===== src/rtl/regulator_trim_ctrl_if.sv =====
// Handshake and data bundle between the trim controller and the regulator
// array / comparator front end.
interface regulator_trim_ctrl_if #(
   parameter int NUM_CH = 2,
   parameter int TRIM_W = 4
);
   logic                     start;
   logic                     mode;
   logic [NUM_CH-1:0]        cmp_hi;
   logic [NUM_CH*TRIM_W-1:0] trim;
   logic                     busy;
   logic                     tracking;
   logic                     done;
   logic [NUM_CH-1:0]        locked;
   logic [NUM_CH-1:0]        sat;

   // Stimulus side: issues start/mode and returns comparator flags.
   modport master (
      output start, mode, cmp_hi,
      input  trim, busy, tracking, done, locked, sat
   );

   // Controller side.
   modport slave (
      input  start, mode, cmp_hi,
      output trim, busy, tracking, done, locked, sat
   );
endinterface


===== src/rtl/regulator_trim_ctrl.sv =====
// Trim calibration controller: per-channel SAR search of a signed trim code
// against a comparator flag, optionally followed by +/-1 LSB tracking.
// All channels share one settle counter and one bit index.
module regulator_trim_ctrl #(
   parameter int NUM_CH        = 2,
   parameter int TRIM_W        = 4,
   parameter int SETTLE_CYCLES = 4
) (
   input  logic                 clk,
   input  logic                 rst,
   regulator_trim_ctrl_if.slave tc
);

   localparam int CNT_W = (SETTLE_CYCLES > 1) ? $clog2(SETTLE_CYCLES) : 1;
   localparam int BIT_W = (TRIM_W > 2) ? $clog2(TRIM_W) : 1;

   localparam logic [CNT_W-1:0]         CNT_RELOAD = CNT_W'(SETTLE_CYCLES - 1);
   localparam logic [BIT_W-1:0]         BIT_TOP    = BIT_W'(TRIM_W - 1);
   localparam logic [TRIM_W-1:0]        MSB_MASK   = {1'b1, {(TRIM_W-1){1'b0}}};
   localparam logic signed [TRIM_W-1:0] TRIM_MAX   = {1'b0, {(TRIM_W-1){1'b1}}};
   localparam logic signed [TRIM_W-1:0] TRIM_MIN   = {1'b1, {(TRIM_W-1){1'b0}}};
   localparam logic signed [TRIM_W-1:0] TRIM_ONE   = TRIM_W'(1);

   typedef enum logic [1:0] {S_IDLE, S_SAR, S_TRACK} state_t;

   state_t                     state_q, state_d;
   logic [CNT_W-1:0]           cnt_q, cnt_d;
   logic [BIT_W-1:0]           bit_q, bit_d;
   logic                       mode_q, mode_d;
   logic                       busy_q, busy_d;
   logic                       tracking_q, tracking_d;
   logic                       done_q, done_d;
   logic [NUM_CH-1:0]          locked_q, locked_d;
   logic [NUM_CH-1:0]          sat_q, sat_d;
   // Last tracking step direction (1 = down) and whether one has been taken.
   logic [NUM_CH-1:0]          dir_q, dir_d;
   logic [NUM_CH-1:0]          dvld_q, dvld_d;
   logic signed [TRIM_W-1:0]   trim_q [NUM_CH];
   logic signed [TRIM_W-1:0]   trim_d [NUM_CH];
   logic [TRIM_W-1:0]          oc;
   logic [NUM_CH*TRIM_W-1:0]   trim_flat;

   // True when a step in the requested direction would leave the trim range.
   function automatic logic at_limit(input logic signed [TRIM_W-1:0] t, input logic down);
      return down ? (t == TRIM_MIN) : (t == TRIM_MAX);
   endfunction

   // Saturating +/-1 step; holds the code at either end of the range.
   function automatic logic signed [TRIM_W-1:0] step_trim(input logic signed [TRIM_W-1:0] t,
                                                          input logic down);
      if (at_limit(t, down)) return t;
      return down ? (t - TRIM_ONE) : (t + TRIM_ONE);
   endfunction

   // Next-state and output decode for the IDLE / SAR / TRACK controller.
   always_comb begin
      state_d    = state_q;
      cnt_d      = cnt_q;
      bit_d      = bit_q;
      mode_d     = mode_q;
      busy_d     = busy_q;
      tracking_d = tracking_q;
      done_d     = 1'b0;
      locked_d   = locked_q;
      sat_d      = sat_q;
      dir_d      = dir_q;
      dvld_d     = dvld_q;
      oc         = '0;
      for (int ch = 0; ch < NUM_CH; ch++) trim_d[ch] = trim_q[ch];

      if (state_q == S_SAR) begin
         if (cnt_q != '0) begin
            cnt_d = cnt_q - CNT_W'(1);
         end else begin
            // SAR works on the offset-binary view: trim with its MSB inverted.
            for (int ch = 0; ch < NUM_CH; ch++) begin
               oc = trim_q[ch] ^ MSB_MASK;
               if (tc.cmp_hi[ch]) oc[bit_q] = 1'b0;
               if (bit_q != '0) oc[bit_q - BIT_W'(1)] = 1'b1;
               trim_d[ch] = oc ^ MSB_MASK;
               if (bit_q == '0) sat_d[ch] = at_limit(trim_d[ch], tc.cmp_hi[ch]);
            end
            cnt_d = CNT_RELOAD;
            if (bit_q != '0) begin
               bit_d = bit_q - BIT_W'(1);
            end else begin
               done_d     = 1'b1;
               busy_d     = 1'b0;
               locked_d   = '1;
               dvld_d     = '0;
               tracking_d = mode_q;
               state_d    = mode_q ? S_TRACK : S_IDLE;
            end
         end
      end else begin
         if (tc.start) begin
            // Fresh search from mid-scale; also used to restart out of TRACK.
            state_d    = S_SAR;
            busy_d     = 1'b1;
            tracking_d = 1'b0;
            locked_d   = '0;
            sat_d      = '0;
            dvld_d     = '0;
            mode_d     = tc.mode;
            bit_d      = BIT_TOP;
            cnt_d      = CNT_RELOAD;
            for (int ch = 0; ch < NUM_CH; ch++) trim_d[ch] = '0;
         end else if (state_q == S_TRACK) begin
            if (cnt_q != '0) begin
               cnt_d = cnt_q - CNT_W'(1);
            end else begin
               cnt_d = CNT_RELOAD;
               for (int ch = 0; ch < NUM_CH; ch++) begin
                  sat_d[ch]  = at_limit(trim_q[ch], tc.cmp_hi[ch]);
                  trim_d[ch] = step_trim(trim_q[ch], tc.cmp_hi[ch]);
                  // A reversal means we are dithering around the target.
                  if (dvld_q[ch]) locked_d[ch] = (dir_q[ch] != tc.cmp_hi[ch]);
                  dir_d[ch]  = tc.cmp_hi[ch];
                  dvld_d[ch] = 1'b1;
               end
            end
         end
      end
   end

   // State and output registers with synchronous reset.
   always_ff @(posedge clk) begin
      if (rst) begin
         state_q    <= S_IDLE;
         cnt_q      <= '0;
         bit_q      <= '0;
         mode_q     <= 1'b0;
         busy_q     <= 1'b0;
         tracking_q <= 1'b0;
         done_q     <= 1'b0;
         locked_q   <= '0;
         sat_q      <= '0;
         dir_q      <= '0;
         dvld_q     <= '0;
         for (int ch = 0; ch < NUM_CH; ch++) trim_q[ch] <= '0;
      end else begin
         state_q    <= state_d;
         cnt_q      <= cnt_d;
         bit_q      <= bit_d;
         mode_q     <= mode_d;
         busy_q     <= busy_d;
         tracking_q <= tracking_d;
         done_q     <= done_d;
         locked_q   <= locked_d;
         sat_q      <= sat_d;
         dir_q      <= dir_d;
         dvld_q     <= dvld_d;
         for (int ch = 0; ch < NUM_CH; ch++) trim_q[ch] <= trim_d[ch];
      end
   end

   // Pack the per-channel trim registers onto the output bus.
   always_comb begin
      trim_flat = '0;
      for (int ch = 0; ch < NUM_CH; ch++) trim_flat[ch*TRIM_W +: TRIM_W] = trim_q[ch];
   end

   assign tc.trim     = trim_flat;
   assign tc.busy     = busy_q;
   assign tc.tracking = tracking_q;
   assign tc.done     = done_q;
   assign tc.locked   = locked_q;
   assign tc.sat      = sat_q;

endmodule

===== src/flat_wrapper.sv =====
// flat-port wrapper written by rule: the top's interface ports become plain ports
module regulator_trim_ctrl_flat 
#(
   parameter int NUM_CH        = 2,
   parameter int TRIM_W        = 4,
   parameter int SETTLE_CYCLES = 4
)
  (clk, rst, tc_start, tc_mode, tc_cmp_hi, tc_trim, tc_busy, tc_tracking, tc_done, tc_locked, tc_sat);
  regulator_trim_ctrl_if #(.NUM_CH(NUM_CH), .TRIM_W(TRIM_W)) tc_i ();
  input  logic clk;
  input  logic rst;
  input wire logic [$bits(tc_i.start)-1:0] tc_start;
  input wire logic [$bits(tc_i.mode)-1:0] tc_mode;
  input wire logic [$bits(tc_i.cmp_hi)-1:0] tc_cmp_hi;
  output wire logic [$bits(tc_i.trim)-1:0] tc_trim;
  output wire logic [$bits(tc_i.busy)-1:0] tc_busy;
  output wire logic [$bits(tc_i.tracking)-1:0] tc_tracking;
  output wire logic [$bits(tc_i.done)-1:0] tc_done;
  output wire logic [$bits(tc_i.locked)-1:0] tc_locked;
  output wire logic [$bits(tc_i.sat)-1:0] tc_sat;
  assign tc_i.start = tc_start;
  assign tc_i.mode = tc_mode;
  assign tc_i.cmp_hi = tc_cmp_hi;
  assign tc_trim = tc_i.trim;
  assign tc_busy = tc_i.busy;
  assign tc_tracking = tc_i.tracking;
  assign tc_done = tc_i.done;
  assign tc_locked = tc_i.locked;
  assign tc_sat = tc_i.sat;
  regulator_trim_ctrl #(.NUM_CH(NUM_CH), .TRIM_W(TRIM_W), .SETTLE_CYCLES(SETTLE_CYCLES)) u_core (.clk(clk), .rst(rst), .tc(tc_i));
endmodule

===== config.mk =====
export PLATFORM = sky130hd
export DESIGN_NAME = regulator_trim_ctrl_flat
export DESIGN_NICKNAME = d
export VERILOG_FILES = /design/src/rtl/regulator_trim_ctrl_if.sv /design/src/rtl/regulator_trim_ctrl.sv /design/src/flat_wrapper.sv
export SDC_FILE = /design/constraint.sdc
export NUM_CORES = 1
export LEC_CHECK = 0
export BUFFER_PORTS_ARGS = -buffer_cell sky130_fd_sc_hd__buf_2
export CORE_ASPECT_RATIO = 1.5
export CORE_MARGIN = 10
export CORE_UTILIZATION = 55
export DETAILED_ROUTE_END_ITERATION = 6
export PLACE_DENSITY = 0.8
export SLEW_MARGIN = 20
export SYNTH_ARGS = -nofsm -noshare
export SYNTH_HDL_FRONTEND = slang
export SYNTH_SLANG_ARGS = --single-unit

===== constraint.sdc =====
create_clock -name clk -period 2.3 [get_ports clk]
set_clock_uncertainty 0.15 [all_clocks]
set_input_delay 0.345 -clock clk [delete_from_list [all_inputs] [get_ports clk]]
set_output_delay 0.345 -clock clk [all_outputs]
set_load 0.02 [all_outputs]

==> flow_summary.json, run 1 <==
{
  "post-route-min-period_ns": 2.068,
  "start_util_pct": 56.36,
  "n_antenna_cell": 0,
  "yosysWarnings": 0,
  "worstHoldStart": "tc_mode",
  "place_congestion": 0.9090,
  "drc": 0,
  "setup_viol_count_final": 0,
  "cp_max_fo": 12,
  "r2r_end": "u_core.trim_q[0][2]",
  "synthesis.instances": 202,
  "wl_per_cell_um": 16.15,
  "register_area_um2": 460.4,
  "cts.path.max_buffers": 2,
  "die-area_um2": 5873,
  "drv_slew": 0,
  "cts_buffers": 3,
  "layout_common_cells": "a21oi_1, dfxtp_1, buf_2, nor3_1, nor2_1",
  "fmax_mhz": 483.6,
  "root_buffer": "clkbuf_8",
  "clock_sinks": 23,
  "layout-drive-gt1-share_pct": 19.18,
  "clkLatencyLatePin_ns": 0.27,
  "antenna_found_initial": 0,
  "cap_violations": 0,
  "design.core.area_um2": 3097,
  "p_per_area_nw_per_um2": 636.4,
  "syn_nets": 220,
  "holdWs_ns": 0.1669,
  "async_flop_share_pct": 0,
  "synth_edf_count": 0,
  "ant_nets": 0,
  "cts_setup_buffers": 0,
  "fillers": 281,
  "hold_depth": 3,
  "fin_crit_sh_pct": 89.90,
  "status": "completed",
  "finalWirelength_um": 4183,
  "grt_pass1_wl_um": 7176,
  "r2r_slack_ns": 0.23,
  "cts_tree": "done",
  "first_global_vias": 1567,
  "grt.total_usage_pct": 15.15,
  "critPathRequiredTime_ns": 2.30,
  "first_pass_iters": 4,
  "grt_max_degree": 24,
  "min_to": "u_core.mode_q",
  "p_leak_nw": 0.7853,
  "htree_num_levels": 1,
  "r2r_cells": 4,
  "critPathLaunchType": "flip-flop",
  "grt_setup_unrepaired": "no",
  "die_x_um": 66.00,
  "vdd_drop_max_uv": 424.8,
  "slew_headroom_pct": 63.12,
  "setup_tns_ns": 0,
  "syn_area_per_cell_um2": 8.641,
  "seq_area_frac_synth_pct": 26.38,
  "dpl.hpwl_um": 3140,
  "worstSetupPathType": "flip-flop to flip-flop",
  "multi_input_area_um2": 1164,
  "clkTransAtPathRegs_ns": 0.09,
  "hold_violations": 0,
  "fp-row-count": 25,
  "num_vias": 1606,
  "ys_seq_elements": 23,
  "synth_flop_cell": "dfxtp_1",
  "critPathArrivalTime_ns": 2.07,
  "fin_nets": 238,
  "syn_area_um2": 1745,
  "tightest_slew_ns": 0.5531,
  "hold_class": "primary input to flip-flop",
  "timing.rr.start": "u_core.state_q[0]",
  "grt_overflow": 0,
  "drt_iter0_drc": 61,
  "portBuffers": 20,
  "final_common_cell": "a21oi_1",
  "cts_hold_buffers": 0,
  "synth_cell_types": 52,
  "viasPerCell": 6.201,
  "die_y_um": 89.00,
  "postCtsResizedCells": 0,
  "end_kind": "flip-flop",
  "area_growth_pct": 8.602,
  "pin_count": 21
}
where the power goes:
part | switching (W) | internal [W] | total (W)
clock network | 0.000142 | 0.000121 | 0.000263
registers | 0.0000475 | 0.000437 | 0.000484
logic | 0.000271 | 0.000188 | 0.000459
kinds of logic after synthesis:
family	share of synthesized area (%)
XOR/XNOR	3.011
AO/OA/AOI/OAI	29.96
buffers and inverters	6.953
AND/OR/NAND/NOR	21.79
flip-flops	26.38
multiplexers	2.437
adder cells (fa/ha/maj)	9.462
stage by stage:
stage	instances	utilization [%]	worst slack, ns	cell area [µm²]	total power (W)
3_5_place_dp	255	59.72	0.2620	1849	0.0009509
6_report	259	61.21	0.2324	1896	0.001206
3_3_place_gp	255	59.72	0.2451	1849	0.0009439
5_1_grt	259	61.21	0.06766	1896	0.001283
2_1_floorplan	202	-	0.3268	1745	0.0008367
4_1_cts	259	61.21	0.2439	1896	0.001209
cell type report:
class,count,share of cell area (%)
Clock inverter,1,0.2640
Timing Repair Buffer,26,7.657
Sequential cell,23,24.29
Clock buffer,3,2.178
Tap cell,40,2.640
Multi-Input combinational cell,158,61.39
Inverter,8,1.584
worst max-delay path by stage:
stage | from | to | slack (ns) | cells after the start
final | u_core.state_q[0] | u_core.trim_q[0][2] | 0.23 | 4
after global routing | u_core.bit_q[0] | u_core.tc.sat[1] | 0.07 | 6
after CTS | u_core.state_q[0] | u_core.trim_q[0][2] | 0.24 | 4
after detailed placement | tc_cmp_hi[1] | u_core.trim_q[0][6] | 0.26 | 6
after global placement | u_core.state_q[0] | u_core.trim_q[0][2] | 0.25 | 4
after floorplan | u_core.trim_q[0][0] | u_core.trim_q[0][3] | 0.33 | 4
per-layer routing:
metal / vias to the layer above / global-route usage, % / routed length (µm) / share of wire, %
li1: 788 / - / - / -
met1: 767 / 16.07 / 1638 / 39
met2: 42 / 28.40 / 2265 / 54
met3: 9 / 2.635 / 188 / 4.5
met4: 0 / 6.119 / 91 / 2.2
met5: - / 0 / 0 / 0
worst max-delay path, cell delays in order (launching register included):
cell,delay (ns)
dfxtp_1,0.52
and2b_1,0.53
nor2_1,0.24
a2111oi_0,0.42
nor3_1,0.08
cells in the mapped netlist, types with 2 or more instances:
| library cell | count | area share, % |
|---|---|---|
| ha_1 | 10 | 7.2 |
| or3b_4 | 2 | 1.3 |
| a2111o_1 | 2 | 1.3 |
| nand2b_1 | 3 | 1.1 |
| nor2b_1 | 5 | 1.8 |
| a221o_1 | 2 | 1.1 |
| nor3_1 | 16 | 4.6 |
| o2111a_1 | 3 | 1.9 |
| mux2_2 | 2 | 1.3 |
| and3_1 | 2 | 0.72 |
| a211oi_1 | 7 | 3.0 |
| a221oi_1 | 2 | 1.0 |
| and2b_1 | 3 | 1.3 |
| clkbuf_1 | 4 | 0.86 |
| a311oi_1 | 3 | 1.5 |
| xor2_1 | 4 | 2.0 |
| inv_1 | 8 | 1.7 |
| mux2i_1 | 2 | 1.1 |
| fa_1 | 2 | 2.3 |
| nand2_1 | 8 | 1.7 |
| o21ai_0 | 7 | 2.0 |
| dfxtp_1 | 23 | 26 |
| a21oi_1 | 26 | 7.5 |
| nand3_1 | 3 | 0.86 |
| nand3b_1 | 3 | 1.3 |
| a2111oi_4 | 2 | 3.2 |
| o21a_1 | 2 | 0.86 |
| xnor2_1 | 2 | 1.0 |
| buf_2 | 3 | 0.86 |
| nor2_1 | 14 | 3.0 |
| buf_6 | 4 | 2.6 |
| a21o_1 | 3 | 1.3 |
sequential cells by signal, indices dropped and copies added, names as in the netlist:
register	cells
u_core.cnt_q	2
u_core.state_q	2
u_core.dir_q	2
u_core.tc.locked	2
u_core.tc.done	1
u_core.tc.sat	2
u_core.bit_q	2
u_core.trim_q	8
u_core.mode_q	1
u_core.dvld_q	1
No activity file was read; power rests on OpenSTA's default activity.
==> inputs of run 2 (changes only) <==
--- a/config.mk
+++ b/config.mk
@@ -5,7 +5,7 @@
 export SDC_FILE = /design/constraint.sdc
 export NUM_CORES = 1
 export LEC_CHECK = 0
-export BUFFER_PORTS_ARGS = -buffer_cell sky130_fd_sc_hd__buf_2
+export BUFFER_PORTS_ARGS = -buffer_cell sky130_fd_sc_hd__buf_4
 export CORE_ASPECT_RATIO = 1.5
 export CORE_MARGIN = 10
 export CORE_UTILIZATION = 55
==> flow_summary.json, run 2 (synthesis gave the netlist of run 1 again) <==
{
  "fmax_mhz": 494.6,
  "pin_count": 21,
  "tightest_slew_ns": 0.4713,
  "portBuffers": 20,
  "first_global_vias": 1528,
  "fin_crit_sh_pct": 87.91,
  "grt_max_degree": 24,
  "clkLatencyLatePin_ns": 0.27,
  "worstSetupPathType": "flip-flop to flip-flop",
  "hold_violations": 0,
  "vdd_drop_max_uv": 428.2,
  "cts_buffers": 3,
  "critPathRequiredTime_ns": 2.31,
  "drv_slew": 0,
  "slew_headroom_pct": 68.47,
  "max_stage_delay_ns": 0.54,
  "clock_sinks": 23,
  "cts_setup_buffers": 0,
  "p_leak_nw": 0.7890,
  "viasPerCell": 6.132,
  "grt_overflow": 0,
  "p_per_area_nw_per_um2": 632.0,
  "die_y_um": 89.00,
  "area_growth_pct": 11.68,
  "setup_tns_ns": 0,
  "grt_setup_unrepaired": "no",
  "n_antenna_cell": 0,
  "combPwrFrac_pct": 38.9,
  "root_buffer": "clkbuf_8",
  "status": "completed",
  "critPathArrivalTime_ns": 2.03,
  "die-area_um2": 5873,
  "clkTransAtPathRegs_ns": 0.09,
  "die_x_um": 66.00,
  "final_common_cell": "a21oi_1",
  "finalPower_w": 0.001232,
  "cap_violations": 0,
  "start_util_pct": 56.36,
  "design.core.area_um2": 3097,
  "pwr-share-seq_pct": 39.5,
  "hold_class": "primary input to flip-flop",
  "cts.path.max_buffers": 2,
  "cp_max_fo": 12,
  "hold_depth": 3,
  "p_sw_share_pct": 37.98,
  "cts_tree": "done",
  "drc": 0,
  "max_flop_register": "u_core.trim_q",
  "cp_cell_sequence": "and2b_1 -> nor2_1 -> a2111oi_0 -> nor3_1",
  "dpl.hpwl_um": 3122,
  "grt.total_usage_pct": 15.17,
  "timing.rr.start": "u_core.state_q[0]",
  "drt_iter0_drc": 80,
  "startpoint": "u_core.state_q[0]",
  "r2r_cells": 4,
  "critPathLaunchType": "flip-flop",
  "p_sw_w": 0.0004679,
  "slowest_stage": "dfxtp_1",
  "crit_end": "u_core.trim_q[0][2]",
  "wl_per_cell_um": 16.60,
  "setup_viol_count_final": 0,
  "finalWirelength_um": 4283,
  "end_kind": "flip-flop",
  "post-route-min-period_ns": 2.022,
  "largest_reg_flops": 8,
  "layout_common_cells": "a21oi_1, buf_4, dfxtp_1, nor3_1, nor2_1",
  "num_vias": 1582,
  "htree_num_levels": 1,
  "ant_nets": 0,
  "first_pass_iters": 4,
  "clockPowerShare_pct": 21.6,
  "grt_pass1_wl_um": 7189,
  "fp-row-count": 25,
  "r2r_end": "u_core.trim_q[0][2]",
  "place_congestion": 0.9111,
  "r2r_slack_ns": 0.28,
  "layout-drive-gt1-share_pct": 18.81,
  "p_int_w": 0.0007641,
  "antenna_found_initial": 0,
  "fin_nets": 237
}
[run 2: cell count changes in the layout (fill, tap and decap cells not counted), sizes merged]
cell  delta
buf      -1
[run 2: critical path: cells and delay by family (launching register included)]
family / cells / cell delay, ns
AND/OR/NAND/NOR: 3 / 0.76
flip-flops: 1 / 0.54
AO/OA/AOI/OAI: 1 / 0.45
[run 2: metrics by stage]
stage	utilization (%)	std cells	cell area [µm²]	worst slack, ns	hold slack [ns]
final	62.95	258	1949	0.2781	0.1779
after floorplan	-	202	1745	0.3268	0.2666
after global placement	61.09	254	1892	0.3047	0.3087
after global routing	62.95	258	1949	0.09315	0.2115
after CTS	62.59	258	1938	0.2417	0.1866
after detailed placement	61.09	254	1892	0.2877	0.3137
[run 2: worst min-delay path by stage]
stage | startpoint | endpoint | slack [ns]
floorplan | rst | u_core.tc.done | 0.27
global placement | u_core.mode_q | u_core.mode_q | 0.31
detailed placement | u_core.mode_q | u_core.mode_q | 0.31
CTS | tc_mode | u_core.mode_q | 0.19
global route | tc_mode | u_core.mode_q | 0.21
finish | tc_mode | u_core.mode_q | 0.18
[run 2: area by class of cell]
cell class	count	area, µm²
Timing Repair Buffer	25	187.7
Tap cell	40	50.05
Inverter	8	30.03
Fill cell	280	1147
Sequential cell	23	460.4
Multi-Input combinational cell	158	1175
Clock inverter	1	5.005
Clock buffer	3	41.29
[run 2: power by group through the flow]
stage                     clock network [W]  logic [W]  registers, W
after CTS                          0.000265   0.000475      0.000487
after global routing               0.000279   0.000530      0.000495
final                              0.000266   0.000480      0.000487
after floorplan                           0   0.000313      0.000523
after global placement                    0   0.000465      0.000495
after detailed placement                  0   0.000472      0.000497
[run 2: what timing repair did]
item                                    in CTS  in global routing
endpoints found under the setup margin       0                  1
gates resized for setup                      0                  1
hold buffers                                 0                  0
[run 2: per-layer routing]
layer	up-vias	wire (µm)	part of all wire [%]	GRT usage (%)
met5	-	0	0	0
met4	0	53	1.2	5.927
met3	5	185	4.3	2.635
met2	37	2260	53	26.98
met1	754	1783	42	17.36
li1	786	-	-	-
==> inputs of run 3 (changes only) <==
--- a/config.mk
+++ b/config.mk
@@ -11,6 +11,7 @@
 export CORE_UTILIZATION = 55
 export DETAILED_ROUTE_END_ITERATION = 6
 export PLACE_DENSITY = 0.8
+export RECOVER_POWER = 25
 export SLEW_MARGIN = 20
 export SYNTH_ARGS = -nofsm -noshare
 export SYNTH_HDL_FRONTEND = slang
==> flow_summary.json, run 3 (synthesis gave the netlist of run 1 again) <==
{
  "dpl.hpwl_um": 3122,
  "grt_setup_unrepaired": "no",
  "fin_crit_sh_pct": 88.10,
  "vdd_drop_max_uv": 427.5,
  "routedLengthMet1_um": 1806,
  "ant_nets": 0,
  "pin_count": 21,
  "top_layer_used": "met4",
  "design.core.area_um2": 3097,
  "drv_slew": 0,
  "p_per_area_nw_per_um2": 636.6,
  "die_x_um": 66.00,
  "critPathRequiredTime_ns": 2.31,
  "end_kind": "flip-flop",
  "place_congestion": 0.9111,
  "cts_buffers": 3,
  "setup_viol_count_final": 0,
  "grt_max_degree": 24,
  "cap_violations": 0,
  "max_stage_delay_ns": 0.54,
  "htree_num_levels": 1,
  "die-area_um2": 5873,
  "multi_input_area_um2": 1175,
  "first_pass_iters": 4,
  "post-route-min-period_ns": 2.026,
  "max_flop_register": "u_core.trim_q",
  "hold_violations": 0,
  "finalWirelength_um": 4270,
  "tightest_slew_ns": 0.4702,
  "antenna_found_initial": 0,
  "setup_tns_ns": 0,
  "worstSetupPathType": "flip-flop to flip-flop",
  "clock_sinks": 23,
  "fmax_mhz": 493.5,
  "cts_setup_buffers": 0,
  "critPathLaunchType": "flip-flop",
  "fin_nets": 237,
  "root_buffer": "clkbuf_8",
  "start_util_pct": 56.36,
  "cp_max_fo": 12,
  "critical-path-top-delay-family": "simple AND/OR/NAND/NOR gates",
  "cts.path.max_buffers": 2,
  "wl_met3_um": 159,
  "area_growth_pct": 9.749,
  "cts_tree": "done",
  "fp-row-count": 25,
  "grt_overflow": 0,
  "hold_class": "primary input to flip-flop",
  "clkTransAtPathRegs_ns": 0.09,
  "critPathArrivalTime_ns": 2.03,
  "final_common_cell": "a21oi_1",
  "layout_common_cells": "a21oi_1, dfxtp_1, nor3_1, buf_4, nor2_1",
  "portBuffers": 20,
  "largest_reg_flops": 8,
  "grt_pass1_wl_um": 7189,
  "slowest_stage": "dfxtp_1",
  "drt_iter0_drc": 74,
  "drc": 0,
  "wl_per_cell_um": 16.55,
  "fillers": 286,
  "slew_headroom_pct": 68.54,
  "viasPerCell": 6.128,
  "cp_cell_sequence": "and2b_1 -> nor2_1 -> a2111oi_0 -> nor3_1",
  "n_antenna_cell": 0,
  "layout-drive-gt1-share_pct": 14.68,
  "register_area_um2": 460.4,
  "die_y_um": 89.00,
  "num_vias": 1581,
  "first_global_vias": 1528,
  "path_buf_inv": 0,
  "finalPower_w": 0.001219,
  "p_leak_nw": 0.7521,
  "status": "completed",
  "wl_met2_um": 2250,
  "clkLatencyLatePin_ns": 0.27,
  "grt.total_usage_pct": 15.17
}
## run 3: cell types whose count changed in the layout (fill, tap and decap cells not counted)
cell	before	now
buf_4	25	16
clkbuf_1	0	9
## run 3: final cells by class
type / count / share of cell area (%)
Clock buffer: 3 / 2.155
Clock inverter: 1 / 0.2613
Inverter: 8 / 1.568
Multi-Input combinational cell: 158 / 61.33
Sequential cell: 23 / 24.04
Tap cell: 40 / 2.613
Timing Repair Buffer: 25 / 8.034
## run 3: tightest hold or removal path, delay by kind of cell
family | cells | cell delay [ns]
AND/OR/NAND/NOR | 1 | 0.06
buffers and inverters | 1 | 0.11
AO/OA/AOI/OAI | 1 | 0.05
## run 3: report_power, final
group          internal [W]  total [W]  leakage, nW  switching [W]
Clock              0.000122   0.000266       0.0255       0.000144
Sequential         0.000437   0.000486        0.190      0.0000493
Combinational      0.000193   0.000467        0.537       0.000274
Total              0.000752    0.00122        0.752       0.000468
## run 3: through the flow
stage | worst slack (ns) | std cells | util [%] | hold slack [ns] | area, µm²
finish | 0.2738 | 258 | 61.86 | 0.1779 | 1916
global route | 0.09355 | 258 | 61.86 | 0.2115 | 1916
CTS | 0.2417 | 258 | 62.59 | 0.1866 | 1938
detailed placement | 0.2877 | 254 | 61.09 | 0.3137 | 1892
global placement | 0.3047 | 254 | 61.09 | 0.3087 | 1892
floorplan | 0.3268 | 202 | - | 0.2666 | 1745
## run 3: routing by layer
layer / GRT usage, % / up-vias
met5: 0 / -
li1: - / 787
met4: 5.927 / 0
met1: 17.36 / 756
met3: 2.635 / 5
met2: 26.98 / 33
## run 3: final timing paths
check	slack [ns]	cells after the start	end	startpoint
min reg2reg	0.32	2	u_core.mode_q	u_core.mode_q
max reg2reg	0.27	4	u_core.trim_q[0][2]	u_core.state_q[0]
max	0.27	4	u_core.trim_q[0][2]	u_core.state_q[0]
min	0.18	3	u_core.mode_q	tc_mode
## run 3: repair_timing
action,4_1_cts,5_1_grt
setup endpoints to repair,0,1
hold buffers,0,0
resized for setup,0,1
hold endpoints to repair,0,0
